==> config.mk <==
export PLATFORM = sky130hd
export DESIGN_NAME = operand_loader
export DESIGN_NICKNAME = d
export VERILOG_FILES = /design/src/rtl/operand_loader_pkg.sv /design/src/rtl/operand_loader.sv
export SDC_FILE = /design/constraint.sdc
export NUM_CORES = 1
export LEC_CHECK = 0
export CORE_AREA = 4 4 79 81
export DETAILED_ROUTE_END_ITERATION = 10
export DIE_AREA = 0 0 83 85
export PLACE_DENSITY = 0.94
export SYNTH_ARGS = -nofsm -noshare
export SYNTH_HDL_FRONTEND = slang
export SYNTH_SLANG_ARGS = --single-unit
==> constraint.sdc <==
create_clock -name clk -period 3.5 [get_ports clk]
set_input_delay 0.875 -clock clk [delete_from_list [all_inputs] [get_ports clk]]
set_output_delay 0.875 -clock clk [all_outputs]
set_load 0.005 [all_outputs]
==> src/rtl/operand_loader_pkg.sv <==
// operand_loader_pkg: shared state encodings and widths for operand_loader
package operand_loader_pkg;
  localparam int OP_W = 32;
  localparam int BYTE_W = 8;
  typedef enum logic [1:0] {LOAD_A = 2'd0, LOAD_B = 2'd1, HOLD = 2'd2} state_t;
endpackage

==> src/rtl/operand_loader.sv <==
// operand_loader: packs 8 serial bytes into adder operands a,b (in_data/in_valid/in_ready in, a/b/op_valid/op_ready out, flush aborts)
module operand_loader
  import operand_loader_pkg::*;
#(
  parameter bit LSB_FIRST = 1'b1
) (
  input  logic              clk,
  input  logic              rst_n,
  input  logic              flush,
  input  logic [BYTE_W-1:0] in_data,
  input  logic              in_valid,
  output logic              in_ready,
  output logic [OP_W-1:0]   a,
  output logic [OP_W-1:0]   b,
  output logic              op_valid,
  input  logic              op_ready
);
  state_t state_q, state_d;
  logic [1:0] cnt_q, cnt_d;
  logic [OP_W-1:0] a_q, a_d, b_q, b_d, cur, ins;
  assign in_ready = (state_q == LOAD_A) || (state_q == LOAD_B);
  assign op_valid = state_q == HOLD;
  assign a = a_q;
  assign b = b_q;
  always_comb begin
    cur = state_q == LOAD_A ? a_q : b_q;
    ins = cur;
    case (cnt_q)
      2'd0: if (LSB_FIRST) ins[7:0] = in_data; else ins[31:24] = in_data;
      2'd1: if (LSB_FIRST) ins[15:8] = in_data; else ins[23:16] = in_data;
      2'd2: if (LSB_FIRST) ins[23:16] = in_data; else ins[15:8] = in_data;
      default: if (LSB_FIRST) ins[31:24] = in_data; else ins[7:0] = in_data;
    endcase
  end
  always_comb begin
    state_d = state_q;
    cnt_d = cnt_q;
    a_d = a_q;
    b_d = b_q;
    if (flush) begin
      state_d = LOAD_A;
      cnt_d = 2'd0;
    end else if (state_q == HOLD) begin
      if (op_ready) begin
        state_d = LOAD_A;
        cnt_d = 2'd0;
      end
    end else if (!in_ready) begin
      state_d = LOAD_A;
      cnt_d = 2'd0;
    end else if (in_valid) begin
      cnt_d = cnt_q + 2'd1;
      a_d = state_q == LOAD_A ? ins : a_q;
      b_d = state_q == LOAD_B ? ins : b_q;
      if (cnt_q == 2'd3) state_d = state_q == LOAD_A ? LOAD_B : HOLD;
    end
  end
  always_ff @(posedge clk or negedge rst_n) begin
    if (!rst_n) begin
      state_q <= LOAD_A;
      cnt_q <= 2'd0;
      a_q <= '0;
      b_q <= '0;
    end else begin
      state_q <= state_d;
      cnt_q <= cnt_d;
      a_q <= a_d;
      b_q <= b_d;
    end
  end
endmodule

**Yosys cells after proc, flatten, opt, wreduce, memory -nomap -nowiden**

Index checks and enable logic that the tools add are counted.

- Reduce and logical (&&, ||, !) cells: 8
- Bitwise logic cells: 2
- Multiplexer cells: 15
- Eq/ne operators: 8
- Add/subtract/negate cells: 1

Operators with widths:

| operator | number |
|---|---|
| $mux 32 | 1 |
| $pmux 16 s2 | 1 |
| $mux 2 | 11 |
| $mux 8 | 2 |
| $reduce_and 5->1 | 2 |
| $eq 2x2->1 const B | 3 |
| $eq 2x1->1 const B | 2 |
| $logic_not 2->1 | 2 |
| $ne 4x2->1 const B | 1 |
| $ne 4x3->1 const B | 1 |
| $ne 3x2->1 const B | 1 |
| $reduce_and 3->1 | 1 |
| $reduce_or 3->1 | 1 |
| $add 2x1->2 const B | 1 |
| $not 1->1 | 2 |
| $reduce_and 2->1 | 1 |
| $logic_or 1x1->1 | 1 |

- Bits of input ports: 13
- Word-level logic and storage cells: 38
- Bits in registers: 68
- Output and inout bits: 66

**Longest topological paths before layout**

Gate-level depths: netlist of the first run.

- Depth after elaboration: 7
- Mapped depth: 6
- Depth with buffers taken out: 5

**Worst setup path before layout of the first run**

OpenSTA, ideal clock, no wires.

- Path kind: input-to-reg
- Start: in flush
- End: reg b_q[0] (netlist: b[0])
- Stages: 3
- Data arrival time: 1.756 ns
- Buffers on the path: 1
- Library setup time: 0.125 ns
- Path slack: 1.619 ns
- Required time: 3.375 ns
- Cell sequence: buf_2 > nor3b_4 > mux2_2

- Word-level cells in the longest chain between the ends: 2

Ends and longest elaborated chain:

| what | RTL line | source |
|---|---|---|
| from (decl) | operand_loader.sv:9 | `input logic flush,` |
| $not 1->1 (no source line) | n/a |  |
| $reduce_and 5->1 (no source line) | n/a |  |
| to (signal assigned) | operand_loader.sv:63 | `b_q <= '0;` |
| to (signal assigned) | operand_loader.sv:68 | `b_q <= b_d;` |
| to (decl) | operand_loader.sv:20 | `logic [OP_W-1:0] a_q, a_d, b_q, b_d, cur, ins;` |

Every way passes these cells.
A chain may end at the register's enable or synchronous reset.

**Worst setup path after layout of the first run**

- Start: reg state_q[1]
- End: out op_valid

- Word-level cells in the longest chain between the ends: 1

Ends and longest elaborated chain:

| what | RTL line | source |
|---|---|---|
| from (decl) | operand_loader.sv:18 | `state_t state_q, state_d;` |
| from (signal assigned) | operand_loader.sv:65 | `state_q <= state_d;` |
| $eq 2x2->1 | operand_loader.sv:22 | `assign op_valid = state_q == HOLD;` |
| to (decl) | operand_loader.sv:15 | `output logic op_valid,` |

Every way passes these cells.

==> results of run 1 <==
-- flip-flops by register name, summed over array words and instances, names as in the netlist --
name	count
cnt_q	2
a	32
b	32
state_q	2
-- worst max-delay path, cell delays in order (launching register included) --
cell,delay (ps)
dfrtp_1,610
inv_1,110
nor2_1,130
clkdlybuf4s50_1,510
-- power groups by stage --
stage / registers, mW / clock network [mW] / logic [mW]
final: 0.909 / 0.837 / 0.309
after global placement: 0.920 / 0 / 0.306
after floorplan: 0.920 / 0 / 0.0953
after CTS: 0.909 / 0.848 / 0.316
after detailed placement: 0.922 / 0 / 0.313
after global routing: 0.918 / 0.894 / 0.336
-- through the flow --
step | utilization [%] | hold slack, ps
detailed placement | 65.1 | 481
global route | 69.9 | 518
floorplan | - | 489
CTS | 69.9 | 505
global placement | 65.1 | 484
finish | 69.9 | 504
-- worst paths after layout --
check / startpoint / endpoint / slack (ps) / cells past startpoint
max: state_q[1] / op_valid / 930 / 3
min: a[23] / a[23] / 500 / 1
max reg2reg: state_q[1] / b[28] / 1740 / 3
min reg2reg: a[23] / a[23] / 500 / 1
max in group asynchronous: rst_n / cnt_q[0] / 2260 / 2
min in group asynchronous: rst_n / a[14] / 710 / 2
-- final cells by class --
class | count | area [sq um]
tap | 72 | 90.1
sequential | 68 | 1700
timing repair buffer | 79 | 783
fill | 403 | 1650
clock buffer | 9 | 124
inverter | 3 | 11.3
multi-input combinational | 105 | 978
clock inverter | 6 | 138
-- synthesized netlist by cell type (all sizes together) --
master | number | area share, %
nor2 | 6 | 0.83
a31oi | 1 | 0.23
nand3b | 3 | 1.6
buf | 5 | 1.2
and3 | 1 | 0.23
and2b | 3 | 0.87
mux2 | 30 | 12
a22o | 32 | 10
nor3 | 1 | 0.18
and4bb | 1 | 0.46
nor3b | 4 | 2.3
o21ai | 2 | 0.37
a21oi | 1 | 0.18
nand2 | 8 | 1.1
nand4bb | 1 | 0.41
o22ai | 1 | 0.23
xor2 | 1 | 0.32
dfrtp | 68 | 62
inv | 3 | 0.41
ha | 4 | 1.8
nor2b | 2 | 0.46
a32o | 2 | 0.73
nor4b | 1 | 0.87
-- metal layers --
metal	track usage, %	vias to the layer above	wire length [microns]
met5	0	-	0
li1	-	848	-
met1	24.2	947	2740
met4	7.28	0	72
met2	29.9	76	2950
met3	6.70	9	500
-- kinds of logic (layout without fill, tap and decap cells) --
family | Yosys count | in the layout
adder cells (fa/ha/maj) | 4 | 4
AND/OR/NAND/NOR | 31 | 31
buffers and inverters | 8 | 97
AO/OA/AOI/OAI | 39 | 39
multiplexers | 30 | 30
XOR/XNOR | 1 | 1
flip-flops | 68 | 68
==> metrics.md, run 1 <==
| Metric | Value |
|---|---|
| Most common library cell in the layout ignoring fill and taps | `clkdlybuf4s50_1` |
| GPL Wtd Cong | `0.765` |
| WS Path Type | `reg2out` |
| Post-Synth Adder-Cell Area | `1.84%` |
| # placed instances | `327` |
| Final Max Tran Viols | `0` |
| Fin crit share | `73.4%` |
| Pleak | `1.76 nW` |
| CTS root buffer | `clkbuf_8` |
| CP max FO | `11` |
| Slew @ Worst Pin | `813 ps` |
| Vias/cell | `5.50` |
| Worst hold path type | `reg2reg` |
| Ant. Diodes | `0` |
| CTS Buf Count | `9` |
| RSZ-0062 raised after global routing | `no` |
| Worst path arrival time | `roughly 1700 ps` |
| GRT Total Usage | `19.0%` |
| Status | `completed` |
| Post-route design area | `0.00383 sq mm` |
| Largest net degree at the start of global routing | `69` |
| Max-cap check violation count | `0` |
| Dpl cell area | `about 0.0036 sq mm` |
| Post-CTS Setup Bufs | `0` |
| CP Launch Type | `flip-flop` |
| Port Buffers | `78` |
| CTS Sinks | `68` |
| Die outline width | `83 microns` |
| Initial drt markers | `134` |
| Psw | `0.450 mW` |
| VDD IR max | `0.000362 V` |
| Vias | `around 1900` |
| Core Region | `~0.0055 sq mm` |
| Layout cells sized above 1 | `a little over 20%` |
| Die area | `between 0.007 and 0.008 sq mm` |
| Grt ovf | `0` |
| Starting Density | `49.8%` |
| Final Hold Vio Count | `0` |
| Cell Count, Final, Fillers Out | `roughly 340` |
| Seq/Total Area, Yosys | `62.4%` |
| Area delta synth->final | `40.4%` |
| CTS H-tree depth | `3` |
| Main combinational cell family by area after synthesis | `multiplexers` |
| Longest Clk Path Bufs | `2` |
| Final HPWL DP | `4430 microns` |
| WL per Instance | `18.3 microns` |
| Initial antenna violation count | `0` |
| Clock power frac | `40.7%` |
| Worst Setup End Kind | `output port` |
| Combinational Power Share | `15.0%` |
| Syn avg cell area | `roughly 15 sq um` |
| Final min period | `2570 ps` |
| Max-Slew Margin vs Limit | `45.8%` |
| DRC viols | `0` |
| Clock slew at reported path FFs | `70 ps` |
| Simple-gate portion of the synthesized area | `9.32%` |
| Worst setup margin | `932 ps` |
| Total wire length | `between 6000 and 7000 microns` |
| Layout Nets | `283` |
| Fraction of synthesized area in multiplexers | `roughly 12%` |
| Final ANT Viol Nets | `0` |
| Vias in the first global route | `2020` |
| I/O pin count | `79` |
| Cts hold-fix bufs | `0` |
| Switching Share | `~22%` |
| Syn nets | `198` |
| Int Power | `1.61 mW` |
| First-pass detailed-route iteration total | `4` |
| Cell Rows | `27` |
| Critical path required time | `2620 ps` |
| Post-synthesis compound-gate area fraction | `12.0%` |
| Maximum clock rate | `389 MHz` |
| Setup_tns | `0 ps` |
| Power Density | `537 mW/mm^2` |
| First-pass GRT wire length | `10500 microns` |
| Reg power frac | `44.2%` |
| Synthesized area | `0.00273 sq mm` |
| Die height | `85 microns` |
| Cell count after synthesis | `181` |
| Final setup skew | `around 9 ps` |
| Synth Area in XOR/XNOR | `0.321%` |
| CTS tree | `built` |
| Place WS | `758 ps` |
| Clk Latency, worst-skew pair | `340 ps` |
| Synth warn | `0` |
| Seq cells post-synth | `68` |
| Most used cells in the layout excluding fill and tap cells | `clkdlybuf4s50_1, dfrtp_1, a22o_1` |
| Total Power | `2.06 mW` |
| Final setup violation count | `0` |
| CTS resizes | `0` |
| Unique masters post-synth | `28` |
(Power assumes the default switching activity.)
==> run 2: changes to the inputs <==
--- a/config.mk
+++ b/config.mk
@@ -5,10 +5,10 @@
 export SDC_FILE = /design/constraint.sdc
 export NUM_CORES = 1
 export LEC_CHECK = 0
-export CORE_AREA = 4 4 79 81
+export CORE_AREA = 4 4 82 84
 export DETAILED_ROUTE_END_ITERATION = 10
-export DIE_AREA = 0 0 83 85
-export PLACE_DENSITY = 0.94
+export DIE_AREA = 0 0 86 88
+export PLACE_DENSITY = 0.89
 export SYNTH_ARGS = -nofsm -noshare
 export SYNTH_HDL_FRONTEND = slang
 export SYNTH_SLANG_ARGS = --single-unit
==> constraint.sdc (replaced) <==
create_clock -name clk -period 2.45 [get_ports clk]
set_input_delay 0.6125 -clock clk [delete_from_list [all_inputs] [get_ports clk]]
set_output_delay 0.6125 -clock clk [all_outputs]
set_load 0.005 [all_outputs]
==> metrics.md, run 2 (same netlist as run 1, synthesis figures left out) <==
| Metric | Value |
|---|---|
| Slowest cell on crit path | `dfrtp_1` |
| Worst Setup End Kind | `output port` |
| Vias/cell | `5.34 (-2.8%)` |
| Starting Density | `46.0% (-3.8 points)` |
| Final ANT Viol Nets | `0 (unchanged)` |
| Fin crit share | `93.2%` |
| Post-route design area | `0.00387 sq mm (+1.2%)` |
| Vias | `1886 (+0.32%)` |
| Critical R2R Launch | `cnt_q[0]` |
| Final setup violation count | `0 (unchanged)` |
| Die height | `88 microns (+3.5%)` |
| Pleak | `1.79 nW (+1.6%)` |
| Most common library cell in the layout ignoring fill and taps | `clkdlybuf4s50_1` |
| Core Util, Final | `65.4% (-4.5 points)` |
| Place WS | `211 ps (-547 ps)` |
| Wire length on met3 | `500 microns (unchanged)` |
| WS Path Type | `reg2out` |
| GPL Wtd Cong | `0.767 (+0.30%)` |
| CTS Buf Count | `9 (unchanged)` |
| CTS resizes | `0 (unchanged)` |
| Max incr delay on CP | `610 ps (about the same)` |
| RSZ-0062 raised after global routing | `no` |
| Power Density | `714 mW/mm^2 (+33%)` |
| Ant. Diodes | `0 (unchanged)` |
| Layout cells sized above 1 | `23.0% (+2.3 points)` |
| Port Buffers | `78 (unchanged)` |
| Final Max Tran Viols | `0 (unchanged)` |
| Area delta synth->final | `42.1%` |
| Largest net degree at the start of global routing | `31 (-55%)` |
| Initial antenna violation count | `0 (unchanged)` |
| Cell Rows | `28 (+3.7%)` |
| CP Launch Type | `flip-flop` |
| CTS H-tree depth | `3 (unchanged)` |
| Cts hold-fix bufs | `0 (unchanged)` |
| Crit path cell chain | `inv_1, nor2_1, clkdlybuf4s50_1` |
| Core Region | `0.00592 sq mm (+8.2%)` |
| Maximum clock rate | `about 440 MHz` |
| Post-CTS Setup Bufs | `0 (unchanged)` |
| Worst setup margin | `166 ps (-766 ps)` |
| Max-cap check violation count | `0 (unchanged)` |
| GRT Total Usage | `18.1% (-0.86 points)` |
| Clock slew at reported path FFs | `70 ps (about the same)` |
| Vias in the first global route | `1930 (-4.5%)` |
| VDD IR max | `0.000551 V (+52%)` |
| First-pass detailed-route iteration total | `4 (unchanged)` |
| Final setup skew | `3.22 ps (-5.65 ps)` |
| Status | `completed` |
| Die outline width | `86 microns (+3.6%)` |
| Die area | `0.00757 sq mm (+7.3%)` |
| Max-Slew Margin vs Limit | `61.8% (+16 points)` |
| Most used cells in the layout excluding fill and tap cells | `clkdlybuf4s50_1, dfrtp_1, a22o_1` |
| Critical path required time | `1840 ps (-780 ps)` |
| Worst hold path type | `in2async` |
| Detail Route met2 WL | `3010 microns (+2.2%)` |
| Dpl cell area | `0.00365 sq mm (+2.3%)` |
| Layout Nets | `290 (+2.5%)` |
| Metal-1 WL | `2770 microns (+1.1%)` |
| Final min period | `2280 ps` |
| Setup_tns | `0 ps (unchanged)` |
| CP max FO | `11 (unchanged)` |
| Final HPWL DP | `4640 microns (+4.7%)` |
| I/O pin count | `79 (unchanged)` |
| CTS tree | `built` |
| CTS Sinks | `68 (unchanged)` |
| Slew @ Worst Pin | `573 ps (-239 ps)` |
| Fin Hold WS | `261 ps (-243 ps)` |
| DRC viols | `0 (unchanged)` |
| Clk Latency, worst-skew pair | `340 ps (about the same)` |
| First-pass GRT wire length | `10300 microns (-2.3%)` |
| Grt ovf | `0 (unchanged)` |
| Crit path launch | `state_q[1]` |
| Total wire length | `6350 microns (+1.4%)` |
| WL per Instance | `18.0 microns (-1.8%)` |
| Longest Clk Path Bufs | `2 (unchanged)` |
| CTS root buffer | `clkbuf_8` |
| Final Hold Vio Count | `0 (unchanged)` |
| Worst path arrival time | `1670 ps (-20 ps)` |
| Initial drt markers | `111 (-17%)` |
| Top Layer Used | `met4` |
[run 2: stage by stage]
step | instances | total power [mW]
floorplan | 181 | 1.45
global placement | 337 | 1.76
CTS | 353 | 2.80
global route | 353 | 2.88
detailed placement | 337 | 1.77
finish | 353 | 2.76
[run 2: final timing paths]
kind	slack [ps]	cells past startpoint	endpoint
min in group clk	500	1	a[14]
max in group asynchronous	1400	2	b[0]
worst min-delay path	260	1	a[14]
worst min register to register	500	1	a[14]
worst max-delay path	170	3	op_valid
worst max register to register	810	5	b[14]
[run 2: power breakdown]
| group | leakage, nW | internal, mW | switching (mW) |
|---|---|---|---|
| registers | 0.920 | 1.23 | 0.0625 |
| clock network | 0.116 | 0.600 | 0.417 |
| logic | 0.753 | 0.293 | 0.159 |
| total | 1.79 | 2.12 | 0.639 |
[run 2: cell type report]
type                       instances  area, sq um
fill                             438         2050
sequential                        68         1700
multi-input combinational        105          978
timing repair buffer              86          861
clock buffer                      10          138
tap                               75         93.8
clock inverter                     6         87.6
inverter                           3         11.3
[run 2: per-layer routing]
layer	global-route usage, %	vias to the layer above
met5	0	-
met2	28.0	64
li1	-	865
met1	23.5	949
met4	5.61	0
met3	7.53	8
[run 2: critical path, delay by kind of cell (launching register included)]
family / cells / cell delay [ps]
flip-flops: 1 / 610
buffers and inverters: 2 / 610
AND/OR/NAND/NOR: 1 / 110
